[src/rtl/timer_sched.sv]
// Tick/reload scheduler for the four hardware timers: start FSM, prescaler, cascade chain, IRQ.
// Optional TIMER_SCHED_SOUND_REQ_EN adds snd_tick, registered copies of ovf[1:0].
module timer_sched #(
  parameter int unsigned START_DELAY = 1,
  parameter int unsigned PSC_W       = 10
) (
  input  logic        clock_16,
  input  logic        reset,
  input  logic [15:0] tm0_ctrl,
  input  logic [15:0] tm1_ctrl,
  input  logic [15:0] tm2_ctrl,
  input  logic [15:0] tm3_ctrl,
  input  logic [15:0] tm0_cnt,
  input  logic [15:0] tm1_cnt,
  input  logic [15:0] tm2_cnt,
  input  logic [15:0] tm3_cnt,
  output logic [3:0]  tick,
  output logic [3:0]  reload,
  output logic [3:0]  ovf,
  output logic [3:0]  irq
`ifdef TIMER_SCHED_SOUND_REQ_EN
  ,
  output logic [1:0]  snd_tick
`endif
);

  typedef enum logic [1:0] {StIdle, StStart, StRun} state_e;

  localparam logic [1:0] DlyLast = 2'(START_DELAY - 1);

  state_e           state_q [4];
  state_e           state_d [4];
  logic [PSC_W-1:0] psc_q   [4];
  logic [PSC_W-1:0] psc_d   [4];
  logic [1:0]       dly_q   [4];
  logic [1:0]       dly_d   [4];
  logic [15:0]      ctrl    [4];
  logic [15:0]      cnt     [4];
  logic [3:0]       start_prev_q, start_rld_q, start_rld_d, irq_q, irq_d;
  logic [3:0]       start_bit, irq_en, cascade, tick_c, ovf_c;
  logic             unused_ctrl;

  assign ctrl = '{tm0_ctrl, tm1_ctrl, tm2_ctrl, tm3_ctrl};
  assign cnt  = '{tm0_cnt, tm1_cnt, tm2_cnt, tm3_cnt};

  assign start_bit = {tm3_ctrl[7], tm2_ctrl[7], tm1_ctrl[7], tm0_ctrl[7]};
  assign irq_en    = {tm3_ctrl[6], tm2_ctrl[6], tm1_ctrl[6], tm0_ctrl[6]};
  // Timer 0 has no predecessor, so its count-up bit is ignored.
  assign cascade   = {tm3_ctrl[2], tm2_ctrl[2], tm1_ctrl[2], 1'b0};

  assign unused_ctrl = ^{tm0_ctrl[15:8], tm0_ctrl[5:2], tm1_ctrl[15:8], tm1_ctrl[5:3],
                         tm2_ctrl[15:8], tm2_ctrl[5:3], tm3_ctrl[15:8], tm3_ctrl[5:3]};

  function automatic logic [PSC_W-1:0] psc_lim(input logic [1:0] sel);
    case (sel)
      2'd0:    return '0;
      2'd1:    return PSC_W'(63);
      2'd2:    return PSC_W'(255);
      default: return PSC_W'(1023);
    endcase
  endfunction

  always_ff @(posedge clock_16) begin
    if (reset) begin
      for (int i = 0; i < 4; i++) begin
        state_q[i] <= StIdle;
        psc_q[i]   <= '0;
        dly_q[i]   <= '0;
      end
      start_prev_q <= '0;
      start_rld_q  <= '0;
      irq_q        <= '0;
    end else begin
      for (int i = 0; i < 4; i++) begin
        state_q[i] <= state_d[i];
        psc_q[i]   <= psc_d[i];
        dly_q[i]   <= dly_d[i];
      end
      start_prev_q <= start_bit;
      start_rld_q  <= start_rld_d;
      irq_q        <= irq_d;
    end
  end

  always_comb begin
    start_rld_d = '0;
    for (int i = 0; i < 4; i++) begin
      state_d[i] = state_q[i];
      psc_d[i]   = psc_q[i];
      dly_d[i]   = dly_q[i];
      if (!start_bit[i]) begin
        state_d[i] = StIdle;
        psc_d[i]   = '0;
        dly_d[i]   = '0;
      end else begin
        case (state_q[i])
          StIdle: begin
            if (!start_prev_q[i]) begin
              state_d[i]     = StStart;
              psc_d[i]       = '0;
              dly_d[i]       = '0;
              start_rld_d[i] = 1'b1;
            end
          end
          StStart: begin
            if (dly_q[i] == DlyLast) state_d[i] = StRun;
            else                     dly_d[i]   = dly_q[i] + 2'd1;
          end
          StRun: begin
            if (cascade[i] || tick_c[i]) psc_d[i] = '0;
            else                         psc_d[i] = psc_q[i] + PSC_W'(1);
          end
          default: state_d[i] = StIdle;
        endcase
      end
    end
  end

  // Cascade carry ripples 0->1->2->3 within one cycle.
  always_comb begin : out_comb
    logic carry;
    tick_c = '0;
    ovf_c  = '0;
    carry  = 1'b0;
    for (int i = 0; i < 4; i++) begin
      if (state_q[i] == StRun) begin
        tick_c[i] = cascade[i] ? carry : (psc_q[i] >= psc_lim(ctrl[i][1:0]));
      end
      ovf_c[i] = tick_c[i] & (cnt[i] == 16'hFFFF);
      carry    = ovf_c[i];
    end
  end

  assign irq_d  = ovf_c & irq_en;
  assign tick   = tick_c;
  assign ovf    = ovf_c;
  assign reload = start_rld_q | ovf_c;
  assign irq    = irq_q;

`ifdef TIMER_SCHED_SOUND_REQ_EN
  logic [1:0] snd_q;

  always_ff @(posedge clock_16) begin
    if (reset) snd_q <= '0;
    else       snd_q <= ovf_c[1:0];
  end

  assign snd_tick = snd_q;
`endif

endmodule

[config.mk]
export PLATFORM = sky130hd
export DESIGN_NAME = timer_sched
export DESIGN_NICKNAME = d
export VERILOG_FILES = /design/src/rtl/timer_sched.sv
export SDC_FILE = /design/constraint.sdc
export NUM_CORES = 1
export LEC_CHECK = 0
export ABC_AREA = 1
export CORE_ASPECT_RATIO = 1.5
export CORE_MARGIN = 2
export CORE_UTILIZATION = 46
export DETAILED_ROUTE_END_ITERATION = 7
export PLACE_DENSITY = 0.89
export SYNTH_ARGS = -nofsm -noshare
export SYNTH_HDL_FRONTEND = slang
export SYNTH_SLANG_ARGS = --single-unit
[constraint.sdc]
create_clock -name clock_16 -period 2.95 [get_ports clock_16]
set_input_delay 0.295 -clock clock_16 [delete_from_list [all_inputs] [get_ports clock_16]]
set_output_delay 0.295 -clock clock_16 [all_outputs]
set_load 0.05 [all_outputs]
### Word level (Yosys, flattened, before mapping)

Memories as Yosys holds them, arrays and structs flattened.
Cells that the tools add are included.
W data, S select, Z words.

* bits in registers: 12
* memory bits (writable): 56
* logic and storage cells: 168
* memories: 3

* $add $sub $neg: 8
* order comparisons: 4
* equality and inequality tests: 20
* mux-type cells: 82
* bitwise gates (word level): 26
* reduce and logical (&&, ||, !) cells: 19

Memories
* psc_q: words 4, width 10, rd ports 4, clocked after memory_dff 0, wr ports 4, line 33 `logic [PSC_W-1:0] psc_q [4];`
* dly_q: words 4, width 2, rd ports 4, clocked after memory_dff 0, wr ports 4, line 35 `logic [1:0] dly_q [4];`
* state_q: words 4, width 2, rd ports 4, clocked after memory_dff 0, wr ports 4, line 31 `state_e state_q [4];`

Operators by type and width (number)
* $mux W10: 20
* $pmux W10 S3: 4
* $pmux W10 S2: 4
* $eq A16 B16 Y1 const B: 4
* $mux W2: 32
* $add A10 B1 Y10 const B: 4
* $ge A10 B10 Y1: 4
* $logic_not A2 Y1: 12
* $pmux W2 S3: 4
* $eq A2 B1 Y1 const B: 8
* $eq A2 B2 Y1 const B: 8
* $pmux W2 S2: 4
* $mux W1: 14
* $or A1 B1 Y1: 12
* $reduce_or A3 Y1: 4
* $add A2 B1 Y2 const B: 4
* $not A1 Y1: 8
* $and A1 B1 Y1: 4
* $and A4 B4 Y4: 1
* $or A4 B4 Y4: 1
* $logic_or A1 B1 Y1: 3

### Longest topological paths before layout

Gate-level depths: netlist (run 1).

* word-level depth: 19
* mapped depth: 17

### Least setup slack after synthesis (run 1)

No wires, ideal clock.

* path kind: input to output
* start point: input port tm2_ctrl[1]
* end point: output port tick[3]
* arrival time: 2448 ps
* data required time: 2655 ps
* setup slack: 207 ps
* cell stages on the path: 11
* cell sequence: nor2_1 -> inv_1 -> ha_1 -> nand2_1 -> nor2_1 -> nand2_1 -> o2111ai_1 -> nor2_1 -> nor2_1 -> nand3_4 -> a21oi_1

* cells in the longest elaborated chain, start to end: 9

RTL lines
* start: declaration: line 11 `input logic [15:0] tm2_ctrl,`
* $eq A2 B2 Y1 (tied with other cells): line 55 `case (sel)`
* $pmux W10 S3 *: line 55
* $mux W10 *: line 126 `if (state_q[i] == StRun) begin`
* $ge A10 B10 Y1 *: line 127 `tick_c[i] = cascade[i] ? carry : (psc_q[i] >= psc_lim(ctrl[i][1:0]));`
* $mux W1 *: line 127
* $mux W1 *: line 126
* $and A1 B1 Y1 *: line 129 `ovf_c[i] = tick_c[i] & (cnt[i] == 16'hFFFF);`
* $mux W1 *: line 127
* $mux W1 *: line 126
* end: declaration: line 17 `output logic [3:0] tick,`

Mark *: on every way between the ends. The rest lies on a longest branch, timed or not. The select of a mux whose other input is x is not followed.

==> impl_metrics.tcl, run 1 <==
set metrics [dict create \
    placed_cells 838 \
    peakVddDrop_mv 0.304 \
    dp_hpwl_um 9030 \
    tritoncts "yes" \
    nNetsFinal 917 \
    powerDensity_mw_per_mm2 392 \
    design.die.area_mm2 0.0101 \
    antenna_found_initial 1 \
    clock_latency_ns 0.33 \
    cts-htree-levels 3 \
    synth_nets 791 \
    worst_slew_margin_rel_pct 50.4 \
    avgRoutedWirePerCell_um 13.8 \
    fin_cells 863 \
    final_common_cell "nand2_1" \
    drt_iter0_markers 249 \
    antenna_cells 0 \
    regArea_mm2 0.00136 \
    synth_flop_cell "dfxtp_1" \
    fillerInstances 721 \
    status "finished clean" \
    critPathKind "register to output port" \
    hold_violations 0 \
    synth_area_leaders "dfxtp_1, ha_1, nand2_1, a21oi_1, inv_1" \
    synthDominantCellAreaShare_pct 31.7 \
    die_w_um 82.9 \
    start_util_pct 47.0 \
    crit_path_cell_trace "ha_4, nand2_1, inv_2, nand2_2, nor2_4, nand3_2, nand2_2, nand3_4, nand2_4, nand4_4, nand2_4, nand3_4, nand2_4, nand3_4, nand2_4, buf_12" \
    ant_nets 0 \
    total_power_mw 2.40 \
    p_leak_nw 2.51 \
    cpMostUsedCell "nand2_4" \
    dpl_cell_area_mm2 0.00560 \
    pre_cts_slack_ns -0.133 \
    worstMarginPinSlew_ns 0.740 \
    syn_area_mm2 0.00430 \
    p_clk_share_pct 47.9 \
    multi_input_area_mm2 0.00267 \
    grt.overflow.total 0 \
    cp_slowest_stage_delay_ns 0.36 \
    cp-end-kind "output port" \
    ys_ff_latch 68 \
    seq_power_share_pct 39.1 \
    avgSynthCellArea_um2 6.93 \
    drv_cap 0 \
    routed_via_density 5.49 \
    via_count 4741 \
    switching_share_pct 23.0 \
    fp-row-count 43 \
    drive_above_1_share_pct 13.3 \
    setup_viol 0 \
    io-pin-count 146 \
    grt_pass1_vias 4697 \
    worstPathArrival_ns 2.51 \
    whs_ns 0.436 \
    grt_pass1_wl_um 19700 \
    fin_crit_sh_pct 95.2 \
    worst-path-buf-inv 2 \
    synth_cell_type_count 41 \
    clk_pin_slew_ns 0.05 \
    critPathRequiredTime_ns 2.65 \
    power.share.combinational_pct 13.0 \
    area_delta_synth_final_pct 42.3 \
    layout_common_cells "nand2_1, inv_1, clkdlybuf4s50_1, a21oi_1, dfxtp_1" \
    hp-class "register to register" \
    root_buffer "clkbuf_16" \
    p_sw_mw 0.552 \
    clockBufferDepth 2 \
    dr.pass1.iters 4 \
    clock_sinks 68 \
    io_buffers 100 \
    grtUsageTotal_pct 23.4 \
    cp-start-kind "register" \
    fmax_mhz 356 \
    gp_congestion 0.878 \
    fp.dieH_um 122 \
    finish.instance_area_mm2 0.00611 \
    min_period_ns 2.81 \
    setup_ws_ns 0.142 \
    intPower_mw 1.85 \
    core_mm2 0.00915 \
    ys_seq_area_share_pct 31.7 \
    synth_edf_count 0 \
    cpMaxStageDelayCell "dfxtp_1" \
    async_flop_share_pct 0 \
    cp_top_family "simple AND/OR/NAND/NOR gates" \
    syn_inst 620 \
    crit_fanout 4 \
    wl_um 11900 \
    synth_area_leader_cell "dfxtp_1" \
    grt_max_degree 16 \
    cts_buffers 9 \
    fin_skew_ns 0.00380 \
    holdBufCountCts 0 \
    drc_errors 0 \
    slew_viol_final 0 \
    yosysWarnings 0 \
]
==> registers in the layout, summed over array words and instances, names as in the netlist <==
register,cells
dly_q,8
irq,4
start_prev_q,4
start_rld_q,4
state_q,8
psc_q,40
==> cells in the mapped netlist (3+ instances only) <==
master      n
clkbuf_1    5
nand3_1    28
nor3_1     16
nand3b_1    5
ha_1       41
nor2_2      8
nand2_1   121
o21ai_1     5
nand2_2     5
nand4_1    25
o31ai_1     3
o21ai_0    17
nor4_1      4
and3_1      3
nor2_1     70
o211ai_1    3
or2_2       4
nand3_2     3
inv_1      89
a21oi_1    69
dfxtp_1    68
==> worst register-to-register path: stages (launching register included) <==
cell and delay (ns):
dfxtp_1 0.42, ha_4 0.24, nand2_1 0.08, inv_2 0.05, nand2_2 0.08, nor2_4 0.04
a21oi_2 0.19, nand2_2 0.11, buf_4 0.14, buf_4 0.12, nor2_2 0.27, o21ai_1 0.13
a2111oi_1 0.33
==> worst paths after layout <==
kind | to | slack [ns] | cells past startpoint | from
worst max-delay path | reload[3] | 0.14 | 16 | psc_q[0][9]$_SDFFE_PP0P_
worst min register to register | start_rld_q[3]$_SDFF_PP0_ | 0.44 | 1 | start_prev_q[3]$_SDFF_PP0_
worst max register to register | psc_q[0][7]$_SDFFE_PP0P_ | 0.64 | 12 | psc_q[0][9]$_SDFFE_PP0P_
worst min-delay path | start_rld_q[3]$_SDFF_PP0_ | 0.44 | 1 | start_prev_q[3]$_SDFF_PP0_
==> routing by layer <==
| metal | part of all wire (%) | track usage (%) | wire length, um |
|---|---|---|---|
| met3 | 6.0 | 6.32 | 718 |
| met5 | 0.13 | 0 | 16 |
| met2 | 55 | 45.5 | 6520 |
| met1 | 37 | 23.3 | 4350 |
| met4 | 2.2 | 9.43 | 262 |
==> power groups by stage <==
| stage | clock (mW) | sequential (mW) | combinational, mW |
|---|---|---|---|
| floorplan | 0 | 0.955 | 0.126 |
| global placement | 0 | 0.956 | 0.281 |
| detailed placement | 0 | 0.956 | 0.294 |
| CTS | 1.16 | 0.937 | 0.301 |
| global route | 1.20 | 0.938 | 0.341 |
| finish | 1.15 | 0.937 | 0.312 |
==> timing repair <==
action / in CTS / in global routing
hold endpoints to repair: 0 / 0
gates resized for setup: 6 / 30
pin swaps: 3 / 16
setup endpoints to repair: 5 / 7
buffers inserted: 4 / 5
==> through the flow <==
stage	setup TNS, ns	util (%)
after global placement	-0.162	61.2
after floorplan	0	-
after CTS	-0.0326	65.2
after global routing	-0.0244	66.8
after detailed placement	-0.464	61.2
final	0	66.8
==> layout make-up <==
class	instances	share of cell area [%]
clock inverter	5	1.23
tap	112	2.29
clock buffer	11	3.97
timing repair buffer	122	20.9
multi-input combinational	454	43.7
sequential	68	22.3
inverter	91	5.59
==> kinds of logic (layout without fill, tap and decap cells) <==
| kind of cell | Yosys count | after routing | share of synthesized area, % |
|---|---|---|---|
| AO/OA/AOI/OAI | 109 | 109 | 14.2 |
| XOR/XNOR | 3 | 3 | 0.612 |
| adder cells (fa/ha/maj) | 41 | 41 | 11.9 |
| buffers and inverters | 98 | 229 | 8.74 |
| flip-flops | 68 | 68 | 31.7 |
| AND/OR/NAND/NOR | 301 | 301 | 32.8 |
(Power assumes the default switching activity.)
==> run 2, diff against run 1 <==
GPL_ROUTABILITY_DRIVEN = 1   (was default)
==> results of run 2 <==
Same layout as run 1: the final DEF is identical, and so are final timing and power.
==> run 3, diff against run 2 <==
CORE_UTILIZATION = 48   (was 46)
CTS_BUF_LIST = sky130_fd_sc_hd__clkbuf_2 sky130_fd_sc_hd__clkbuf_4 sky130_fd_sc_hd__clkbuf_8   (was default)
PLACE_DENSITY = 0.92   (was 0.89)
==> run 3 against run 2 <==
Net effect: fmax about the same; largest power group is now sequential cells; critical path type unchanged; first-iteration DRC count fell by 29%; routed wire length down 7.9%; die area fell by 4.0%; combinational power is 4% lower; core utilization up 1.4 points; global-route usage up 0.13 points; sequential cell count did not move; final cell count down 0.81%; largest cell class unchanged; worst hold slack gained 0.017 ns.
==> impl_metrics.tcl, run 3 (same netlist as run 1, synthesis figures left out) <==
set metrics [dict create \
    status "finished clean" \
    hold_violations 0 \
    dp_hpwl_um 8390 \
    worstPathArrival_ns 2.51 \
    fp.dieH_um 120 \
    final_core_util_pct 68.2 \
    area_delta_synth_final_pct 39.4 \
    clockBufferDepth 2 \
    routed_via_density 5.42 \
    wl_um 10900 \
    hold_path_depth 1 \
    final_common_cell "nand2_1" \
    gp_congestion 0.879 \
    die_w_um 81.3 \
    cp-start-kind "register" \
    busiest_layer "met2" \
    grtUsageTotal_pct 23.5 \
    root_buffer "clkbuf_8" \
    avgRoutedWirePerCell_um 12.8 \
    fin_crit_sh_pct 95.1 \
    clock_sinks 68 \
    powerDensity_mw_per_mm2 362 \
    min_period_ns 2.81 \
    core_mm2 0.00878 \
    peakVddDrop_mv 0.227 \
    drv_cap 0 \
    design.die.area_mm2 0.00974 \
    setup_viol 0 \
    tritoncts "yes" \
    met1_usage_pct 24.5 \
    met3_usage_pct 5.64 \
    finish.instance_area_mm2 0.00599 \
    drive_above_1_share_pct 12.1 \
    grt_max_degree 16 \
    fmax_mhz 356 \
    start_util_pct 49.0 \
    hp-class "register to register" \
    use_met2_pct 43.1 \
    layout_common_cells "nand2_1, inv_1, clkdlybuf4s50_1, nor2_1, dfxtp_1" \
    reg2regPathDepth 11 \
    clock_latency_ns 0.35 \
    placed_cells 838 \
    critPathRequiredTime_ns 2.65 \
    ant_nets 0 \
    r2r_setup_slack_ns 0.70 \
    worstMarginPinSlew_ns 0.740 \
    r2r_start "psc_q[2][7]$_SDFFE_PP0P_" \
    via_count 4641 \
    p_leak_nw 2.44 \
    fin_skew_ns 0.00878 \
    top_regs "psc_q: 40 flops, dly_q: 8 flops, state_q: 8 flops" \
    slew_viol_final 0 \
    cp-startpoint "psc_q[0][8]$_SDFFE_PP0P_" \
    crit_fanout 4 \
    dr.pass1.iters 7 \
    dpl_cell_area_mm2 0.00561 \
    io_buffers 100 \
    fp-row-count 42 \
    grt.overflow.total 0 \
    drt_iter0_markers 178 \
    critPathKind "register to output port" \
    drc_errors 0 \
    whs_ns 0.452 \
    nNetsFinal 913 \
    worst_slew_margin_rel_pct 50.4 \
    cp-end-kind "output port" \
    grt_pass1_wl_um 18300 \
    cts_buffers 9 \
    fin_cells 856 \
    cts-htree-levels 3 \
    r2r-end "psc_q[2][7]$_SDFFE_PP0P_" \
    largest_reg_flops 40 \
    clk_pin_slew_ns 0.08 \
    cp-endpoint "reload[3]" \
    antenna_cells 0 \
    antenna_found_initial 0 \
    io-pin-count 146 \
    grt_pass1_vias 4615 \
    top_register "psc_q" \
]
[run 3: cell types whose count changed in the layout (fill, tap and decap cells not counted), moves of 2 or more]
| cell | delta |
|---|---|
| clkbuf_16 | -9 |
| clkbuf_8 | +9 |
| buf_4 | -4 |
| nor2_1 | +4 |
| nor2_2 | -3 |
| ha_1 | -2 |
| ha_4 | +2 |
| inv_1 | +2 |
| inv_2 | -2 |
[run 3: area by class of cell]
| cell class | count | area (um^2) |
|---|---|---|
| inverter | 91 | 342 |
| fill | 683 | 2790 |
| multi-input combinational | 454 | 2670 |
| clock buffer | 10 | 138 |
| sequential | 68 | 1360 |
| clock inverter | 5 | 100 |
| timing repair buffer | 118 | 1250 |
| tap | 110 | 138 |
[run 3: power breakdown]
part	leakage [nW]	switching, mW	internal [mW]
registers	0.550	0.00670	0.929
logic	1.76	0.148	0.153
clock network	0.122	0.354	0.577
total	2.44	0.508	1.66
[run 3: worst min path at each step]
stage,startpoint,endpoint,slack [ns]
after floorplan,start_prev_q[3]$_SDFF_PP0_,start_rld_q[3]$_SDFF_PP0_,0.40
after global placement,dly_q[1][0]$_SDFFE_PP0P_,dly_q[1][0]$_SDFFE_PP0P_,0.43
after detailed placement,start_prev_q[3]$_SDFF_PP0_,start_rld_q[3]$_SDFF_PP0_,0.42
after CTS,start_prev_q[3]$_SDFF_PP0_,start_rld_q[3]$_SDFF_PP0_,0.45
after global routing,dly_q[2][0]$_SDFFE_PP0P_,dly_q[2][0]$_SDFFE_PP0P_,0.48
final,dly_q[2][0]$_SDFFE_PP0P_,dly_q[2][0]$_SDFFE_PP0P_,0.45
[run 3: through the flow]
stage	power [mW]	TNS [ns]	setup WS (ns)
after floorplan	1.08	0	0.207
after global placement	1.24	-0.0665	-0.0348
after detailed placement	1.25	-0.286	-0.0965
after CTS	2.17	-0.0553	-0.0416
after global routing	2.24	-0.0228	-0.0140
final	2.17	0	0.143
[run 3: layer usage]
layer	share of wire, %	vias up
li1	-	2315
met1	38	2123
met2	54	186
met3	6.6	17
met4	1.5	0
met5	0	-
[run 3: repair_timing]
item                                    4_1_cts  5_1_grt
setup buffers                                 1        2
hold buffers                                  0        0
gates resized for setup                       4       22
pin swaps                                     1       12
endpoints found under the setup margin        4        7
[run 3: worst max-delay path, stage by stage (launching register included)]
cell,delay (ns)
dfxtp_1,0.35
ha_1,0.29
nand2_1,0.05
inv_1,0.07
nand2_2,0.07
nor2_4,0.10
nand3_2,0.11
nand2_2,0.08
nand3_2,0.08
nand2_2,0.12
nand4_4,0.15
nand2_4,0.13
nand3_4,0.11
nand2_4,0.11
nand3_4,0.09
nand2_4,0.11
buf_12,0.13
